### src/rtl/bcd_down_timer.sv
// Multi-digit BCD down-counter with per-digit modulus, clamp-on-load and done pulse.
// Define BCD_DOWN_TIMER_HOLD_AT_ZERO_EN to hold at zero instead of wrapping.
module bcd_down_timer #(
    parameter int          NDIG    = 4,
    parameter logic [31:0] MOD_VEC = 32'h0000_6A6A
) (
    input  logic              clock,
    input  logic              clrn,
    input  logic              loadn,
    input  logic              enable,
    input  logic [4*NDIG-1:0] data,
    output logic [4*NDIG-1:0] digits,
    output logic              zero,
    output logic              tc,
    output logic              done,
    output logic              load_err
);

    logic [4*NDIG-1:0] digits_q, digits_d;
    logic              done_q, done_d;
    logic              load_err_q, load_err_d;
    logic              count_en;
    logic              borrow;
    logic              clamp;
    logic [3:0]        mod_i;
    logic [3:0]        cur;

    assign zero = (digits_q == '0);
    assign tc   = zero & enable;

`ifdef BCD_DOWN_TIMER_HOLD_AT_ZERO_EN
    assign count_en = ~zero;
`else
    assign count_en = 1'b1;
`endif

    always_comb begin
        digits_d   = digits_q;
        done_d     = 1'b0;
        load_err_d = load_err_q;
        clamp      = 1'b0;
        borrow     = 1'b1;
        mod_i      = '0;
        cur        = '0;
        if (!loadn) begin
            for (int i = 0; i < NDIG; i++) begin
                mod_i = MOD_VEC[4*i +: 4];
                cur   = data[4*i +: 4];
                if (cur >= mod_i) begin
                    digits_d[4*i +: 4] = mod_i - 4'd1;
                    clamp              = 1'b1;
                end else begin
                    digits_d[4*i +: 4] = cur;
                end
            end
            load_err_d = clamp;
        end else if (enable && count_en) begin
            // borrow propagates upward only while every lower digit is zero
            for (int i = 0; i < NDIG; i++) begin
                mod_i = MOD_VEC[4*i +: 4];
                cur   = digits_q[4*i +: 4];
                if (borrow) begin
                    digits_d[4*i +: 4] = (cur == 4'd0) ? mod_i - 4'd1
                                                       : cur - 4'd1;
                end
                borrow = borrow & (cur == 4'd0);
            end
            done_d = ~zero & (digits_d == '0);
        end
    end

    always_ff @(posedge clock or negedge clrn) begin
        if (!clrn) begin
            digits_q   <= '0;
            done_q     <= 1'b0;
            load_err_q <= 1'b0;
        end else begin
            digits_q   <= digits_d;
            done_q     <= done_d;
            load_err_q <= load_err_d;
        end
    end

    assign digits   = digits_q;
    assign done     = done_q;
    assign load_err = load_err_q;

endmodule

### config.mk
export PLATFORM = sky130hd
export DESIGN_NAME = bcd_down_timer
export DESIGN_NICKNAME = d
export VERILOG_FILES = /design/src/rtl/bcd_down_timer.sv
export SDC_FILE = /design/constraint.sdc
export NUM_CORES = 1
export LEC_CHECK = 0
export ABC_AREA = 1
export CORE_UTILIZATION = 45
export CTS_CLUSTER_DIAMETER = 40
export CTS_CLUSTER_SIZE = 10
export DETAILED_ROUTE_END_ITERATION = 6
export GPL_ROUTABILITY_DRIVEN = 1
export GPL_TIMING_DRIVEN = 1
export PLACE_DENSITY = 0.78
export SYNTH_ARGS = -nofsm -noshare
export SYNTH_HDL_FRONTEND = slang
export SYNTH_SLANG_ARGS = --single-unit
### constraint.sdc
create_clock -name clock -period 2.21 [get_ports clock]
set_clock_uncertainty 0.2 [all_clocks]
set_input_delay 0.442 -clock clock [delete_from_list [all_inputs] [get_ports clock]]
set_output_delay 0.442 -clock clock [all_outputs]
set_load 0.05 [all_outputs]
==> results of run 1 <==
[kinds of logic after synthesis]
kind of cell / share of synthesized area
buffers and inverters: 0.0785
AO/OA/AOI/OAI: 0.189
AND/OR/NAND/NOR: 0.366
flip-flops: 0.367
[power groups by stage]
stage	sequential [mW]	combinational, mW	clock [mW]
floorplan	0.537	0.165	0
global placement	0.423	0.441	0
detailed placement	0.425	0.445	0
CTS	0.407	0.509	0.213
global route	0.414	0.555	0.229
finish	0.409	0.516	0.215
[sequential cells by signal (all words and copies together), names as in the netlist]
register,flops
digits,16
done,1
load_err,1
[per-stage QoR]
| step | std cells | area (sq um) | hold WS [ns] | TNS (ns) |
|---|---|---|---|---|
| 2_1_floorplan | 175 | 1280 | -0.0536 | -0.0958 |
| 3_3_place_gp | 251 | 1770 | 0.336 | 0 |
| 3_5_place_dp | 251 | 1770 | 0.351 | 0 |
| 4_1_cts | 271 | 1930 | 0.266 | -0.106 |
| 5_1_grt | 271 | 1940 | 0.273 | -0.298 |
| 6_report | 271 | 1940 | 0.254 | -0.126 |
[routing by layer]
layer | part of all wire | GRT usage | up-vias | wire [microns]
met5 | 0 | 0 | - | 0
met2 | 0.49 | 0.514 | 72 | 1940
met4 | 0.031 | 0.120 | 0 | 121
met3 | 0.064 | 0.0361 | 19 | 252
li1 | - | - | 707 | -
met1 | 0.41 | 0.399 | 690 | 1630
[timing repair]
item,in CTS,in global routing
setup endpoints to repair,2,5
resized for setup,4,3
buffers inserted,16,0
pin swaps,7,1
endpoints found under the hold margin,0,0
[how the worst max path moves through the flow]
stage                                     start  end  slack [ns]
after CTS                 digits[1]$_DFFE_PN0P_   tc       -0.09
after floorplan           digits[2]$_DFFE_PN0P_   tc        -0.1
after global routing      digits[0]$_DFFE_PN0P_   tc       -0.18
after detailed placement                 enable   tc        0.11
after global placement                   enable   tc        0.14
final                     digits[1]$_DFFE_PN0P_   tc       -0.09
[layout make-up]
type / instances / share of cell area
timing repair buffer: 66 / 0.306
inverter: 21 / 0.0419
multi-input combinational: 132 / 0.376
sequential: 18 / 0.239
clock buffer: 4 / 0.0187
tap: 30 / 0.0193
[placed cells by master (no fill, tap or decap), types with 2 or more instances in the layout]
cell type,netlist,layout
dlygate4sd2_1,0,2
buf_4,0,37
dlymetal6s2s_1,0,3
nand2_4,2,3
nand2_2,5,4
nor2_4,3,6
dfrtp_1,18,8
dfrtp_2,0,10
clkbuf_4,0,3
buf_12,0,2
a21oi_1,11,11
o22ai_1,2,2
nor2_2,3,4
nand3b_1,2,2
o21ai_0,19,19
a22oi_1,2,2
nand3_1,12,12
nor2_1,22,18
clkdlybuf4s50_1,0,22
inv_1,20,20
nand2_1,37,37
o31ai_1,2,2
==> impl_metrics.yaml, run 1 <==
status:
  status: "finished with violations"
  violations: "setup timing"
floorplan:
  die_area_sq_mm: 0.00294
  core-area_sq_mm: 0.00252
  io_pins: 40
  die_h_microns: 54.2
  rows: 18
  start_util: 0.487
  die-width_microns: 54.2
setup_path:
  r2r-end: "done$_DFF_PN0_"
  cp_slowest_stage_delay_ns: 0.44
  arrival_ns: 1.65
  path_delay_family: "simple AND/OR/NAND/NOR gates"
  cp_common_cell: "nand2_4"
  required_ns: 1.57
  critPathBufInv: 2
  cp_cell_sequence: "nor2_4 > nand2_4 > nor2_8 > nand2_4 > inv_4 > nand3_4 > nor3_4 > buf_12"
  r2r_slack_ns: 0.51
  worstReg2RegStart: "digits[3]$_DFFE_PN0P_"
  crit_path_end_kind: "output pin"
  critPathMaxFanout: 3
  crit_type: "reg2out"
  crit_slowest_cell: "dfrtp_2"
  rr_worst_depth: 9
  crit_cells: 8
  start_kind: "register"
clock_network:
  clkLatencyLatePin_ns: 0.30
  hold_buffers: 0
  cts_buffers: 3
  clock_path_buffers: 2
  clk_pin_slew_worst_paths_ns: 0.11
  htreeDepth: 1
  cts_tree: "done"
  cts_root_buf: "clkbuf_4"
  clkSinkCount: 18
synth:
  syn_inst: 175
  synthFlopType: "dfrtp_1"
  synth.avg_cell_area_sq_um: 7.01
  post-synth-top-count-cell: "nand2_1"
  ys_warn_count: 0
  ys_ff_latch: 18
  synthTopCellsByCount: "nand2_1 (37), nor2_1 (22), inv_1 (20)"
  syn_nets: 195
  synth.area.top_cells: "dfrtp_1 (37%), nand2_1 (11%), o21ai_0 (7.7%), nor2_1 (6.7%), inv_1 (6.1%)"
  synthesis.area_sq_mm: 0.00123
  synth_edf_count: 0
  synth-seq-area-share: 0.367
  synth_top_cell_by_area: "dfrtp_1"
  synth_cell_type_count: 27
  synth_top_cell_area_share: 0.367
  synth-async-reset-ratio: 1.00
sta:
  finalCritPeriodShare: 1.04
  tightest_slew_ns: 0.524
  max_freq_mhz: 436
  rsz0062_at_grt: "true"
  report.final.slew_viol_count: 0
  period_minus_slack_ns: 2.30
  relSlewSlack: 0.649
  setup-violations-final: 2
  hold_viol: 0
  fin_ws_ns: -0.0858
pwr:
  total_power_mw: 1.14
  p_clk_frac: 0.189
  p_comb_frac: 0.452
  ir_worst_vdd_mv: 0.482
  seqPwrFrac: 0.359
  p_leak_nw: 0.984
  power.share.switching: 0.415
  power_density_mw_per_mm2: 587
  p_sw_mw: 0.473
  cell_internal_pwr_mw: 0.666
placement:
  place.port_buffers: 39
  gp_congestion: 0.888
  post-dp-hpwl_microns: 2820
  place_worst_setup_slack_ns: 0.113
detailed_routing:
  vias: 1488
  drt_pass1_iterations: 5
  via_per_inst: 5.49
  wire_per_inst_microns: 14.5
  drc: 0
  drtIter0Drc: 75
  ant_nets: 0
  wl_microns: 3940
final_layout:
  fillers: 178
  final_util: 0.769
  multiInputGateArea_sq_um: 729
  drive_gt1_frac: 0.307
  synthToLayoutAreaGrowth_pct: 58.1
  fin_nets: 262
  antenna_cells: 0
  regArea_sq_um: 463
grt:
  antenna_found_initial: 0
  grt.overflow.total: 0
  track_usage: 0.307
  grt_pass1_wl_microns: 6400
  grt_start_max_net_pins: 19
  first_global_vias: 1410
job:
  drv_cap: 0
worst_hold_path:
  worstHoldPathType: "in2async"
(Power assumes the default switching activity.)
==> run 2: changes to the inputs <==
==> constraint.sdc (replaced) <==
create_clock -name clock -period 2.2 [get_ports clock]
set_clock_uncertainty 0.2 [all_clocks]
set_input_delay 0.44 -clock clock [delete_from_list [all_inputs] [get_ports clock]]
set_output_delay 0.44 -clock clock [all_outputs]
set_load 0.05 [all_outputs]
==> impl_metrics.yaml, run 2 (synthesis gave the netlist of run 1 again) <==
status:
  status: "finished with violations"
  violations: "setup timing"
setup_path:
  required_ns: 1.56
  crit_type: "reg2out"
  cp_common_cell: "nand2_4"
  start_kind: "register"
  cp_cell_sequence: "nor2_4 > nand2_4 > nor2_8 > nand2_4 > inv_4 > nand3_4 > nor3_4 > buf_12"
  cp_slowest_stage_delay_ns: 0.44
  critPathMaxFanout: 3
  arrival_ns: 1.64
  crit_path_end_kind: "output pin"
  crit_slowest_cell: "dfrtp_2"
final_layout:
  drive_gt1_frac: 0.324
  largest_reg_flops: 16
  antenna_cells: 0
  synthToLayoutAreaGrowth_pct: 59.3
  multiInputGateArea_sq_um: 729
  fin_area_sq_mm: 0.00196
  mostFrequentLayoutCell: "buf_4"
  fillers: 168
  fin_nets: 265
  final_cell_mix: "buf_4 (42), nand2_1 (37), clkdlybuf4s50_1 (21)"
  regArea_sq_um: 463
  final_cells: 274
detailed_routing:
  wire_per_inst_microns: 14.2
  ant_nets: 0
  via_per_inst: 5.45
  wl_microns: 3900
  drt_pass1_iterations: 4
  vias: 1494
  drtIter0Drc: 77
  drc: 0
worst_hold_path:
  worstHoldPathType: "in2async"
pwr:
  power_density_mw_per_mm2: 580
  ir_worst_vdd_mv: 0.440
  p_leak_nw: 0.991
  total_power_mw: 1.13
floorplan:
  die_area_sq_mm: 0.00294
  die-width_microns: 54.2
  io_pins: 40
  start_util: 0.487
  core-area_sq_mm: 0.00252
  rows: 18
  die_h_microns: 54.2
sta:
  max_freq_mhz: 438
  report.final.slew_viol_count: 0
  rsz0062_at_grt: "true"
  relSlewSlack: 0.659
  period_minus_slack_ns: 2.28
  finalCritPeriodShare: 1.04
  fin_ws_ns: -0.0813
  tightest_slew_ns: 0.510
  tns_ns: -0.123
  hold_viol: 0
  setup-violations-final: 2
clock_network:
  hold_buffers: 0
  htreeDepth: 1
  cts_root_buf: "clkbuf_4"
  clkSinkCount: 18
  clock_path_buffers: 2
  clk_pin_slew_worst_paths_ns: 0.11
  cts_tree: "done"
  clkLatencyLatePin_ns: 0.30
  cts_buffers: 3
grt:
  first_global_vias: 1452
  grt_start_max_net_pins: 19
  antenna_found_initial: 0
  grt.overflow.total: 0
  grt_pass1_wl_microns: 6270
  track_usage: 0.297
placement:
  place_worst_setup_slack_ns: 0.0909
  place_area_sq_mm: 0.00176
  numPlacedInstances: 251
  place.port_buffers: 39
  gp_congestion: 0.874
  post-dp-hpwl_microns: 2820
job:
  drv_cap: 0
run 2: cell count changes in the layout (fill, tap and decap cells not counted), sizes merged:
cell / previous run / this run
clkdlybuf4s50: 22 / 21
buf: 39 / 44
dlymetal6s2s: 3 / 2
run 2: layer usage:
metal  wire length [microns]  part of all wire  GRT usage
met5                       0                 0          0
met4                      94             0.024      0.167
met3                     286             0.073     0.0361
met2                    1840              0.47      0.486
met1                    1680              0.43      0.374
run 2: path summary, 6_finish.rpt:
path	from	endpoint	slack, ns	cells after the start
worst max-delay path	digits[5]$_DFFE_PN0P_	tc	-0.08	8
worst min-delay path	clrn	load_err$_DFFE_PN0N_	0.25	2
worst max register to register	digits[5]$_DFFE_PN0P_	digits[11]$_DFFE_PN0P_	0.43	8
worst min register to register	load_err$_DFFE_PN0N_	load_err$_DFFE_PN0N_	0.36	2
max in group asynchronous	clrn	digits[4]$_DFFE_PN0P_	1.32	2
min in group clock	load_err$_DFFE_PN0N_	load_err$_DFFE_PN0N_	0.36	2
run 2: layout make-up:
class,instances,area share
timing repair buffer,69,0.311
clock buffer,4,0.0186
multi-input combinational,132,0.373
sequential,18,0.237
inverter,21,0.0416
tap,30,0.0192
run 2: power breakdown:
part	leakage, nW	switching (mW)	total, mW	internal (mW)
registers	0.206	0.0456	0.415	0.369
logic	0.764	0.314	0.512	0.198
clock network	0.0210	0.107	0.208	0.101
total	0.991	0.467	1.13	0.668
run 2: what timing repair did:
action / 4_1_cts / 5_1_grt
resized for setup: 4 / 2
setup buffers: 15 / 4
pin swaps: 6 / 3
endpoints found under the setup margin: 2 / 4
run 2: through the flow:
step           hold WS [ns]   util
4_1_cts               0.257  0.761
3_3_place_gp          0.336  0.699
3_5_place_dp          0.348  0.699
6_report              0.252  0.775
2_1_floorplan       -0.0556      -
5_1_grt               0.292  0.775
run 2: worst max-delay path: cells and delay by family, from the launching register on:
kind / cells / cell delay (ns)
buffers and inverters: 2 / 0.23
DFF: 1 / 0.44
and+or+nand+nor: 6 / 0.66
==> run 3: changes to the inputs <==
--- a/config.mk
+++ b/config.mk
@@ -12,7 +12,10 @@
 export DETAILED_ROUTE_END_ITERATION = 6
 export GPL_ROUTABILITY_DRIVEN = 1
 export GPL_TIMING_DRIVEN = 1
+export HOLD_SLACK_MARGIN = 0.08
+export MAX_ROUTING_LAYER = met4
 export PLACE_DENSITY = 0.78
 export SYNTH_ARGS = -nofsm -noshare
 export SYNTH_HDL_FRONTEND = slang
 export SYNTH_SLANG_ARGS = --single-unit
+export TNS_END_PERCENT = 1
==> impl_metrics.yaml, run 3 (synthesis gave the netlist of run 1 again) <==
clock_network:
  cts_root_buf: "clkbuf_4"
  clkSinkCount: 18
  htreeDepth: 1
  cts_buffers: 3
  clock_path_buffers: 2
  clkLatencyLatePin_ns: 0.30
  cts_tree: "done"
  clk_pin_slew_worst_paths_ns: 0.12
  hold_buffers: 0
final_layout:
  fin_nets: 261
  drive_gt1_frac: 0.308
  antenna_cells: 0
  final_cells: 270
  synthToLayoutAreaGrowth_pct: 57.4
  fin_area_sq_mm: 0.00193
  final_cell_mix: "nand2_1 (37), buf_4 (37), clkdlybuf4s50_1 (21)"
  fillers: 197
  largest_reg_flops: 16
floorplan:
  die-width_microns: 54.2
  io_pins: 40
  core-area_sq_mm: 0.00252
  start_util: 0.487
  die_area_sq_mm: 0.00294
  rows: 18
  die_h_microns: 54.2
detailed_routing:
  wire_per_inst_microns: 14.3
  drt_pass1_iterations: 4
  drc: 0
  vias: 1463
  ant_nets: 0
  wl_microns: 3870
  drtIter0Drc: 59
  via_per_inst: 5.42
sta:
  finalCritPeriodShare: 1.04
  period_minus_slack_ns: 2.28
  tns_ns: -0.0916
  report.final.slew_viol_count: 0
  hold-worst-slack_ns: 0.250
  rsz0062_at_grt: "true"
  hold_viol: 0
  relSlewSlack: 0.657
  fin_ws_ns: -0.0772
  max_freq_mhz: 439
  setup-violations-final: 2
  tightest_slew_ns: 0.514
setup_path:
  crit_path_end_kind: "output pin"
  r2r_slack_ns: 0.52
  r2r-end: "done$_DFF_PN0_"
  rr_worst_depth: 10
  start_kind: "register"
  worstReg2RegStart: "digits[1]$_DFFE_PN0P_"
  crit_type: "reg2out"
  required_ns: 1.56
  critical_path.startpoint: "digits[1]$_DFFE_PN0P_"
  arrival_ns: 1.64
  critPathMaxFanout: 3
grt:
  track_usage: 0.308
  antenna_found_initial: 0
  first_global_vias: 1435
  grt.overflow.total: 0
  grt_pass1_wl_microns: 6310
  grt_start_max_net_pins: 19
pwr:
  ir_worst_vdd_mv: 0.462
  power_density_mw_per_mm2: 594
  power.share.switching: 0.415
  cell_internal_pwr_mw: 0.671
  p_sw_mw: 0.477
  p_leak_nw: 0.974
  p_comb_frac: 0.454
  p_clk_frac: 0.187
  seqPwrFrac: 0.359
status:
  status: "finished with violations"
  violations: "setup timing"
job:
  drv_cap: 0
placement:
  place_area_sq_mm: 0.00176
  gp_congestion: 0.881
  place_worst_setup_slack_ns: 0.0976
  post-dp-hpwl_microns: 2850
  numPlacedInstances: 250
  place.port_buffers: 39
worst_hold_path:
  worstHoldPathType: "in2async"
## run 3: cell count changes in the layout (fill, tap and decap cells not counted)
cell	before	now
buf_4	42	37
dlygate4sd2_1	2	3
nor2_2	4	3
nor2_4	6	7
## run 3: how the worst max path moves through the flow
stage          to  slack [ns]  cells past startpoint
2_1_floorplan  tc       -0.10                      7
3_3_place_gp   tc        0.13                      4
3_5_place_dp   tc         0.1                      4
4_1_cts        tc       -0.08                      8
5_1_grt        tc       -0.17                      8
6_report       tc       -0.08                      8
## run 3: layer usage
| layer | vias to the layer above | track usage | wire length (microns) | share of wire |
|---|---|---|---|---|
| li1 | 703 | - | - | - |
| met5 | - | - | 0 | 0 |
| met3 | 8 | 0.0250 | 248 | 0.064 |
| met1 | 677 | 0.373 | 1610 | 0.42 |
| met4 | 0 | 0.107 | 61 | 0.016 |
| met2 | 75 | 0.533 | 1940 | 0.50 |
## run 3: final cells by class
class                      count  area (sq um)  area share
multi-input combinational    132           734       0.380
timing repair buffer          65           579       0.300
sequential                    18           463       0.240
inverter                      21          81.3      0.0421
tap                           30          37.5      0.0194
clock buffer                   4          36.3      0.0188
## run 3: what timing repair did
action                                  in CTS  in global routing
endpoints found under the setup margin       2                  4
pin swaps                                    8                  0
gates resized for setup                      5                  3
gates cloned                                 0                  0
setup buffers                               16                  0
## run 3: worst max-delay path, stage by stage (launching register included)
cell and delay, ns:
dfrtp_2 0.44, nor2_4 0.15, nand2_4 0.09, nor2_8 0.12, nand2_4 0.06, inv_4 0.06
nand3_4 0.09, nor3_4 0.16, buf_12 0.16
## run 3: power groups by stage
| stage | Sequential [mW] | Clock, mW | Combinational, mW |
|---|---|---|---|
| finish | 0.412 | 0.215 | 0.521 |
| floorplan | 0.539 | 0 | 0.166 |
| global placement | 0.425 | 0 | 0.441 |
| CTS | 0.409 | 0.215 | 0.517 |
| detailed placement | 0.428 | 0 | 0.449 |
| global route | 0.417 | 0.230 | 0.560 |
## run 3: per-stage QoR
stage | util | power (mW)
floorplan | - | 0.705
global placement | 0.697 | 0.866
detailed placement | 0.697 | 0.877
CTS | 0.762 | 1.14
global route | 0.766 | 1.21
finish | 0.766 | 1.15
